--- src/rtl/div_pkg.sv ---
// Shared definitions for the sequential restoring divider: FSM state encodings and counter sizing.
package div_pkg;

  typedef enum logic [1:0] {
    ST_IDLE = 2'd0,
    ST_CALC = 2'd1,
    ST_DONE = 2'd2
  } state_t;

  // Smallest n with 2**n >= v; sizes the iteration counter for clog2(WIDTH+1).
  function automatic int clog2(input int v);
    int n;
    n = 0;
    for (int i = 0; i < 31; i++) begin
      if ((1 << i) < v) n = i + 1;
    end
    return n;
  endfunction

endpackage

--- src/rtl/restoring_sub_step.sv ---
// One restoring iteration: shift in the next dividend bit, trial-subtract with one guard bit, keep or restore.
module restoring_sub_step #(
  parameter int WIDTH = 4
) (
  input  logic [WIDTH-1:0] r,
  input  logic             q_msb,
  input  logic [WIDTH-1:0] divisor,
  output logic [WIDTH-1:0] next_r,
  output logic             q_bit
);

  logic [WIDTH-1:0] shifted;
  logic [WIDTH:0]   trial;

  // r is always below 2**(step index), so dropping its MSB on the shift loses nothing.
  assign shifted = {r[WIDTH-2:0], q_msb};
  assign trial   = {1'b0, shifted} - {1'b0, divisor};
  assign q_bit   = ~trial[WIDTH];
  assign next_r  = trial[WIDTH] ? shifted : trial[WIDTH-1:0];

endmodule

--- src/rtl/seq_restoring_divider.sv ---
// Unsigned restoring divider, one quotient bit per cycle; done pulses WIDTH cycles after accept, start ignored while busy.
// Define DIV_ZERO_FLAG_EN to add the div_zero port and a single-cycle divide-by-zero short cut.
module seq_restoring_divider
  import div_pkg::*;
#(
  parameter int WIDTH = 4
) (
  input  logic             clk,
  input  logic             reset,
  input  logic             start,
  input  logic [WIDTH-1:0] dividend,
  input  logic [WIDTH-1:0] divisor,
  output logic             busy,
  output logic             done,
  output logic [WIDTH-1:0] quotient,
  output logic [WIDTH-1:0] remainder
`ifdef DIV_ZERO_FLAG_EN
  ,
  output logic             div_zero
`endif
);

  localparam int CW = clog2(WIDTH + 1);

  state_t           state;
  logic [CW-1:0]    count;
  logic [WIDTH-1:0] q_reg;
  logic [WIDTH-1:0] r_reg;
  logic [WIDTH-1:0] div_reg;
  logic [WIDTH-1:0] next_r;
  logic             q_bit;

  restoring_sub_step #(.WIDTH(WIDTH)) u_step (
    .r      (r_reg),
    .q_msb  (q_reg[WIDTH-1]),
    .divisor(div_reg),
    .next_r (next_r),
    .q_bit  (q_bit)
  );

  always_ff @(posedge clk) begin
    if (reset) begin
      state     <= ST_IDLE;
      count     <= '0;
      q_reg     <= '0;
      r_reg     <= '0;
      div_reg   <= '0;
      busy      <= 1'b0;
      done      <= 1'b0;
      quotient  <= '0;
      remainder <= '0;
`ifdef DIV_ZERO_FLAG_EN
      div_zero  <= 1'b0;
`endif
    end else begin
      done <= 1'b0;
      case (state)
        ST_IDLE, ST_DONE: begin
          if (start) begin
            div_reg <= divisor;
            q_reg   <= dividend;
            r_reg   <= '0;
            count   <= CW'(WIDTH);
`ifdef DIV_ZERO_FLAG_EN
            div_zero <= (divisor == '0);
            if (divisor == '0) begin
              state     <= ST_DONE;
              done      <= 1'b1;
              quotient  <= '1;
              remainder <= dividend;
            end else begin
              state <= ST_CALC;
              busy  <= 1'b1;
            end
`else
            state <= ST_CALC;
            busy  <= 1'b1;
`endif
          end else begin
            state <= ST_IDLE;
          end
        end
        ST_CALC: begin
          q_reg <= {q_reg[WIDTH-2:0], q_bit};
          r_reg <= next_r;
          count <= count - CW'(1);
          // Last step: publish results on the same edge the final bit is formed.
          if (count == CW'(1)) begin
            state     <= ST_DONE;
            busy      <= 1'b0;
            done      <= 1'b1;
            quotient  <= {q_reg[WIDTH-2:0], q_bit};
            remainder <= next_r;
          end
        end
        default: begin
          state <= ST_IDLE;
          busy  <= 1'b0;
        end
      endcase
    end
  end

endmodule

--- config.mk ---
export PLATFORM = sky130hd
export DESIGN_NAME = seq_restoring_divider
export DESIGN_NICKNAME = d
export VERILOG_FILES = /design/src/rtl/div_pkg.sv /design/src/rtl/restoring_sub_step.sv /design/src/rtl/seq_restoring_divider.sv
export SDC_FILE = /design/constraint.sdc
export NUM_CORES = 1
export LEC_CHECK = 0
export BUFFER_PORTS_ARGS = -buffer_cell sky130_fd_sc_hd__clkbuf_2
export CORE_MARGIN = 2
export CORE_UTILIZATION = 40
export CTS_CLUSTER_SIZE = 25
export DETAILED_ROUTE_END_ITERATION = 10
export GPL_TIMING_DRIVEN = 0
export PLACE_DENSITY = 0.71
export SLEW_MARGIN = 20
export SYNTH_ARGS = -nofsm -noshare
export SYNTH_HDL_FRONTEND = slang
export SYNTH_SLANG_ARGS = --single-unit
--- constraint.sdc ---
create_clock -name clk -period 3.2 [get_ports clk]
set_input_delay 0.64 -clock clk [delete_from_list [all_inputs] [get_ports clk]]
set_output_delay 0.64 -clock clk [all_outputs]
set_load 0.1 [all_outputs]
==> results of run 1 <==
-- area by class of cell --
class                      count  area, um2
fill                         304       1573
timing repair buffer          19      95.09
buffer                         6      45.04
inverter                       8      30.03
clock inverter                 1      30.03
sequential                    26      520.5
multi-input combinational    106      620.6
clock buffer                   3      22.52
tap                           33      41.29
-- metal layers --
layer  vias up  share of wire
li1        533              -
met1       466           0.48
met2        15           0.48
met3         5          0.021
met4         0          0.016
met5         -              0
-- cells by family after synthesis --
family / count (synthesis) / synth area share
xor gates and xnor gates: 1 / 0.007203
AOI/OAI and AO/OA: 30 / 0.1626
muxes: 1 / 0.008231
buffers and inverters: 14 / 0.06173
and+or+nand+nor: 67 / 0.2541
adders and majority gates: 7 / 0.07819
DFF: 26 / 0.4280
-- power by group through the flow --
stage,Sequential [uW],Combinational (uW),Clock (uW)
2_1_floorplan,384,102,0
4_1_cts,357,154,232
5_1_grt,360,173,244
3_3_place_gp,363,149,0
3_5_place_dp,364,153,0
6_report,357,153,225
-- through the flow --
| step | area, um2 | power (uW) |
|---|---|---|
| after floorplan | 1216 | 485.3 |
| after global placement | 1353 | 512.1 |
| after detailed placement | 1353 | 517.7 |
| after CTS | 1405 | 743.3 |
| after global routing | 1405 | 776.9 |
| final | 1405 | 735.1 |
-- synth_stat cells (all sizes together) (2+ instances only) --
| cell | instances | share of area |
|---|---|---|
| o31ai | 2 | 0.012 |
| nand2b | 4 | 0.023 |
| clkbuf | 3 | 0.017 |
| nor2b | 2 | 0.012 |
| nand3 | 3 | 0.012 |
| a311oi | 4 | 0.034 |
| nor2 | 24 | 0.088 |
| a21oi | 18 | 0.077 |
| buf | 3 | 0.020 |
| nor3 | 3 | 0.012 |
| ha | 6 | 0.062 |
| inv | 8 | 0.025 |
| nand2 | 29 | 0.092 |
| dfxtp | 26 | 0.43 |
-- worst max-delay path by stage --
stage / from / end / slack, ns / cells past startpoint
finish: remainder[2] / remainder[2] / 1.42 / 1
global route: q_reg[3] / remainder[1] / 1.32 / 8
CTS: remainder[2] / remainder[2] / 1.41 / 1
detailed placement: q_reg[3] / remainder[1] / 1.50 / 8
global placement: q_reg[3] / remainder[1] / 1.51 / 8
floorplan: quotient[0] / quotient[0] / 1.64 / 0
-- tightest hold or removal path, stage by stage, from the launching register on --
cell	delay, ns
dfxtp_1	0.33
nand2_1	0.05
a21oi_1	0.05
==> results.cfg, run 1 <==
[outcome]
status = finished clean

[power_and_ir_drop]
p_int_uw = 525.1
max-vdd-ir-drop_uv = 196.3
pwr_density_cell_nw_per_um2 = 523.1
p_leak_uw = 0.0005703
power_frac_comb = 0.208
pwr-share-clk = 0.306
power.switching_uw = 210.0
netSwitchingFraction = 0.2857
power_frac_seq = 0.486

[global_route]
grt_use_met1 = 0.1965
grt_overflow_total = 0
use_met3 = 0.01965
grt_pass1_vias = 968
grt_usage = 0.1561
busiest_layer = met2
grt_max_degree = 16
antenna_found_initial = 0
grt_pass1_wl_um = 4146
grt_use_met2 = 0.2714

[timing]
max_slew_margin = 0.6393
timing.hold.ws_ns = 0.4649
fmax_mhz = 561.3
setup_ws_ns = 1.418
slew_violations = 0
tightest_slew_ns = 0.5433
finalCritPeriodShare = 0.5568
finalSetupTns_ns = 0
setup_viol = 0
skew_ns = 0.007290
min_period_ns = 1.782
hold_violations = 0
grt_setup_unrepaired = no

[cts]
cts_setup_buffers = 0
cts.clk_slew.worst_paths_ns = 0.14
numCtsBuffers = 3
post_cts_resized = 0
insertion_delay_ns = 0.32
ctsHoldBuffers = 0
cts_buffer_depth = 2
root_buffer = clkbuf_4
cts_tree = yes
htree_levels = 1
clock_sinks = 26

[critical_path]
path_max_fanout = 2
cp.arrival_ns = 1.14
rrSetupSlack_ns = 1.47
start_kind = flop
endpoint_kind = output port
rr_endpoint = remainder[1]
r2r_cells = 8
cp_cell_sequence = clkbuf_2
worstSetupPathType = reg -> out
critPathTopFamily = buffers and inverters
crit_required_ns = 2.56
cp_slowest_stage_delay_ns = 0.46
crit_slowest_cell = clkbuf_2
reg2reg_from = q_reg[3]
cp_num_buf_inv = 1

[yosys]
syn-instance-count = 146
async_flop_share = 0
syn-num-nets = 164
yosysSeqAreaShare = 0.4280
ys_types = 35
ys_warn_count = 0
synth_flop_cell = dfxtp_1
synthesis.area_um2 = 1216
syn_avg_cell_area_um2 = 8.330
synth-edff-count = 0
ys_seq_elements = 26

[worst_hold_path]
min_path_type = reg -> reg
hp-start = div_reg[2]
min_path_cells = 2
min_to = div_reg[2]

[placement]
dp_hpwl_um = 1877
portBuffers = 19
routabilityCongestion = 0.8526
dp.cells = 198
place_ws_ns = 1.499

[finish]
antennaDiodeCount = 0
fin_cells = 202
final_util = 0.4718
layout_common_cells = 28 x nand2_1, 26 x dfxtp_1, 21 x nor2_1
layout-drive-gt1-share = 0.2189
fin_nets = 188
final_common_cell = nand2_1
syn2layout_area_growth_pct = 15.54

[die]
die_area_um2 = 3498
core-area_um2 = 2978
rows = 20
io_pins = 21
die_h_um = 59.14
initial_utilization = 0.4084
die_x_um = 59.14

[drt]
drt_iter0_drc = 27
firstDrtPassIters = 4
vias_per_cell = 5.045
route.detailed.drc = 0
route.vias.total = 1019
route.final.wire_length_um = 2386
avgRoutedWirePerCell_um = 11.81
antenna_left = 0

[flow_run]
max_cap_violations = 0
Power figures use the tool's default switching activity.
==> run 2, diff against run 1 <==
PLACE_DENSITY = 0.73   (was 0.71)
clock period = 1.47 ns   (was 3.2 ns; I/O delays follow)
==> run 2 against run 1 <==
Against the previous run:
- the flow now finishes with violations (setup timing)
- critical path depth is 8 higher
- sequential cell count unchanged
- sequential share of layout area decreased by 1.8 points
- non-clock buffer count increased by 1
- setup slack worse by 1.6 ns
- routed wire length is 7.4% higher
- critical path type is now reg -> reg
- critical endpoint is now r_reg[2]
==> results.cfg, run 2 (same netlist as run 1, synthesis figures left out) <==
[timing]
setup_viol = 7
slew_violations = 0
skew_ns = 0.01026
min_period_ns = 1.644
tightest_slew_ns = 0.5383
max_slew_margin = 0.6426
finalCritPeriodShare = 1.119
fmax_mhz = 608.1
hold_violations = 0
grt_setup_unrepaired = yes
setup_ws_ns = -0.1744
timing.hold.ws_ns = 0.1693

[cts]
cts_buffer_depth = 2
insertion_delay_ns = 0.33
ctsHoldBuffers = 0
cts_tree = yes
clock_sinks = 26
cts.clk_slew.worst_paths_ns = 0.15
root_buffer = clkbuf_4
htree_levels = 1
numCtsBuffers = 3

[die]
initial_utilization = 0.4084
rows = 20
core-area_um2 = 2978
io_pins = 21
die_x_um = 59.14
die_area_um2 = 3498
die_h_um = 59.14

[flow_run]
max_cap_violations = 0

[finish]
seq_area_um2 = 524.3
syn2layout_area_growth_pct = 22.43
antennaDiodeCount = 0
final_common_cell = nand2_1
multi_input_area_um2 = 693.2
fin_nets = 189
fillCellCount = 296
layout_common_cells = 28 x nand2_1, 23 x dfxtp_1, 20 x nor2_1
layout-drive-gt1-share = 0.3059

[global_route]
grt_max_degree = 16
antenna_found_initial = 0
grt_usage = 0.1608
grt_pass1_vias = 970
grt_pass1_wl_um = 4229
grt_overflow_total = 0

[outcome]
status = finished with violations
violations = setup timing

[power_and_ir_drop]
netSwitchingFraction = 0.2946
p_leak_uw = 0.0005897
max-vdd-ir-drop_uv = 427.5
power.switching_uw = 491.2
power_frac_comb = 0.235
pwr_density_cell_nw_per_um2 = 1120
power_uw = 1667
p_int_uw = 1176
power_frac_seq = 0.469
pwr-share-clk = 0.296

[placement]
place_ws_ns = -0.1792
routabilityCongestion = 0.8408
portBuffers = 19
dp_hpwl_um = 1936

[drt]
antenna_left = 0
route.vias.total = 1061
route.detailed.drc = 0
vias_per_cell = 5.227
route.final.wire_length_um = 2563
firstDrtPassIters = 4
drt_iter0_drc = 19
avgRoutedWirePerCell_um = 12.63

[critical_path]
endpoint_kind = flop
worstSetupPathType = reg -> reg
start_kind = flop
cp.arrival_ns = 1.90
path_max_fanout = 3
r2r_cells = 9
crit_required_ns = 1.73

[worst_hold_path]
min_path_type = in -> reg
min_path_cells = 3
## run 2: changes by cell type in the layout (fill, tap and decap cells not counted), sizes merged
| cell | previous run | this run |
|---|---|---|
| buf | 3 | 10 |
| clkbuf | 25 | 19 |
## run 2: layout make-up
type / instances / area share
buffer: 6 / 0.03025
clock buffer: 3 / 0.01513
clock inverter: 1 / 0.02017
inverter: 8 / 0.02017
multi-input combinational: 106 / 0.4655
sequential: 26 / 0.3521
tap: 33 / 0.02773
timing repair buffer: 20 / 0.06891
## run 2: power by group through the flow
| stage | clock network [uW] | registers [uW] | logic (uW) |
|---|---|---|---|
| detailed placement | 0 | 796 | 347 |
| floorplan | 0 | 837 | 229 |
| global route | 532 | 789 | 432 |
| finish | 493 | 782 | 392 |
| CTS | 506 | 781 | 368 |
| global placement | 0 | 794 | 331 |
## run 2: worst paths after layout
| path | startpoint | slack, ns | endpoint |
|---|---|---|---|
| worst min register to register | div_reg[2] | 0.46 | div_reg[2] |
| worst min-delay path | divisor[0] | 0.17 | div_reg[0] |
| worst max-delay path | q_reg[3] | -0.17 | r_reg[2] |
| worst max register to register | q_reg[3] | -0.17 | r_reg[2] |
## run 2: layer usage
layer	part of all wire	track usage	vias to the layer above
met1	0.44	0.1848	509
met5	0	0	-
met3	0.025	0.01965	4
met4	0.0078	0.06818	0
met2	0.53	0.2968	13
li1	-	-	535
## run 2: repair_timing
item / 4_1_cts / 5_1_grt
resized for setup: 4 / 13
endpoints found under the hold margin: 0 / 0
setup buffers: 1 / 0
endpoints found under the setup margin: 7 / 13
pin swaps: 1 / 0
gates cloned: 0 / 0
## run 2: per-stage QoR
step	area, um2	setup TNS [ns]	instances	util
final	1489	-0.7935	203	0.5000
after global routing	1489	-1.270	203	0.5000
after CTS	1456	-0.7265	203	0.4891
after detailed placement	1374	-0.9463	198	0.4613
after global placement	1374	-0.5793	198	0.4613
after floorplan	1237	-0.004855	146	-
## run 2: worst max-delay path, stage by stage, from the launching register on
cell      delay, ns
dfxtp_2        0.35
inv_2          0.06
ha_4           0.12
inv_2          0.03
fa_2           0.37
o211ai_1       0.12
o31ai_1        0.11
a21oi_1        0.22
nand2_1        0.09
a21oi_1        0.12
==> run 3, diff against run 2 <==
--- a/config.mk
+++ b/config.mk
@@ -13,4 +13,5 @@
 export GPL_TIMING_DRIVEN = 0
 export PLACE_DENSITY = 0.73
+export REMOVE_ABC_BUFFERS = 1
 export SLEW_MARGIN = 20
 export SYNTH_ARGS = -nofsm -noshare
==> constraint.sdc (replaced) <==
create_clock -name clk -period 1.47 [get_ports clk]
set_input_delay 0.294 -clock clk [delete_from_list [all_inputs] [get_ports clk]]
set_output_delay 0.294 -clock clk [all_outputs]
set_load 0.005 [all_outputs]
==> run 3 against run 2 <==
Against the previous run:
- the run still ends with setup timing left
- maximum frequency is 0.98% lower
- final area is 0.84% lower
- sequential share of layout area is 0.21 points higher
- combinational power is 2% lower
==> results.cfg, run 3 (same netlist as run 1, synthesis figures left out) <==
[drt]
route.detailed.drc = 0
antenna_left = 0
avgRoutedWirePerCell_um = 12.09
firstDrtPassIters = 4
route.final.wire_length_um = 2478
route.vias.total = 1083
vias_per_cell = 5.283
drt_iter0_drc = 15

[global_route]
grt_overflow_total = 0
grt_usage = 0.1661
grt_pass1_vias = 1093
antenna_found_initial = 0
grt_pass1_wl_um = 4450
grt_max_degree = 28

[finish]
fin_cells = 205
layout-drive-gt1-share = 0.3314
fin_nets = 191
syn2layout_area_growth_pct = 21.40
layout_common_cells = 25 x nand2_1, 24 x dfxtp_1, 20 x nor2_1, 20 x clkbuf_2, 15 x a21oi_1
final_common_cell = nand2_1
antennaDiodeCount = 0

[critical_path]
crit_slowest_cell = fa_2
cp_common_cell = inv_2
cp_cell_sequence = inv_2 -> ha_4 -> inv_2 -> fa_2 -> o211ai_1 -> o31ai_1 -> a21oi_1 -> nand2_1 -> a21oi_2
cp.arrival_ns = 1.92
cp_slowest_stage_delay_ns = 0.36
worstSetupPathType = reg -> reg
path_max_fanout = 3
start_kind = flop
endpoint_kind = flop
crit_required_ns = 1.73

[power_and_ir_drop]
p_leak_uw = 0.0005899
pwr_density_cell_nw_per_um2 = 1032
max-vdd-ir-drop_uv = 587.2
power_uw = 1524

[cts]
insertion_delay_ns = 0.32
numCtsBuffers = 3
cts_buffer_depth = 2
cts_tree = yes
cts.clk_slew.worst_paths_ns = 0.13
root_buffer = clkbuf_4
ctsHoldBuffers = 0
htree_levels = 1
clock_sinks = 26

[timing]
timing.hold.ws_ns = 0.1793
max_slew_margin = 0.6224
hold_violations = 0
fmax_mhz = 602.2
setup_viol = 9
finalCritPeriodShare = 1.130
setup_ws_ns = -0.1907
tightest_slew_ns = 0.5664
slew_violations = 0
finalSetupTns_ns = -1.218
min_period_ns = 1.661
grt_setup_unrepaired = yes
skew_ns = 0.002260

[die]
io_pins = 21
core-area_um2 = 2978
die_h_um = 59.14
die_x_um = 59.14
rows = 20
die_area_um2 = 3498
initial_utilization = 0.4084

[flow_run]
max_cap_violations = 0

[placement]
dp.cells = 193
portBuffers = 20
place_ws_ns = -0.3051
routabilityCongestion = 0.8054
dp_hpwl_um = 1777

[outcome]
violations = setup timing
status = finished with violations

[worst_hold_path]
min_path_type = in -> reg
==> run 3: layout make-up <==
class	instances	area, um2
fillers	304	1501
flip-flops and latches	26	523.0
clock buffers	4	36.28
multi-input cells	106	681.9
inverters	8	30.03
well taps	33	41.29
repair buffers	28	163.9
==> run 3: timing repair <==
action,CTS,global route
setup buffers,6,2
resized for setup,19,1
gates cloned,0,0
pin swaps,8,3
setup endpoints to repair,9,10
==> run 3: stage by stage <==
stage,cell area [um2],util
3_3_place_gp,1313,0.4408
5_1_grt,1476,0.4958
6_report,1476,0.4958
4_1_cts,1458,0.4895
3_5_place_dp,1313,0.4408
2_1_floorplan,1171,-
==> run 3: routing by layer <==
layer / track usage / wire length [um] / vias to the layer above
met4: 0.06169 / 36 / 0
met5: 0 / 0 / -
met2: 0.3175 / 1305 / 20
li1: - / - / 546
met1: 0.1775 / 1057 / 513
met3: 0.03275 / 79 / 4
==> run 3: worst paths after layout <==
kind	cells after the start	to	start	slack, ns
hold reg to reg	2	quotient[1]	quotient[1]	0.47
hold / removal	3	div_reg[3]	divisor[3]	0.18
setup reg to reg	9	remainder[2]	q_reg[3]	-0.19
setup / recovery	9	remainder[2]	q_reg[3]	-0.19
==> run 3: power breakdown <==
part	switching [uW]	internal, uW
logic	204	182
clock network	206	151
registers	32.8	747
total	443	1080
==> run 3: worst max-delay path, delay by kind of cell, from the launching register on <==
kind / cells / cell delay, ns
AND/OR/NAND/NOR: 1 / 0.11
flip-flops: 1 / 0.35
AO/OA/AOI/OAI: 4 / 0.57
adder cells (fa/ha/maj): 2 / 0.49
buffers and inverters: 2 / 0.10
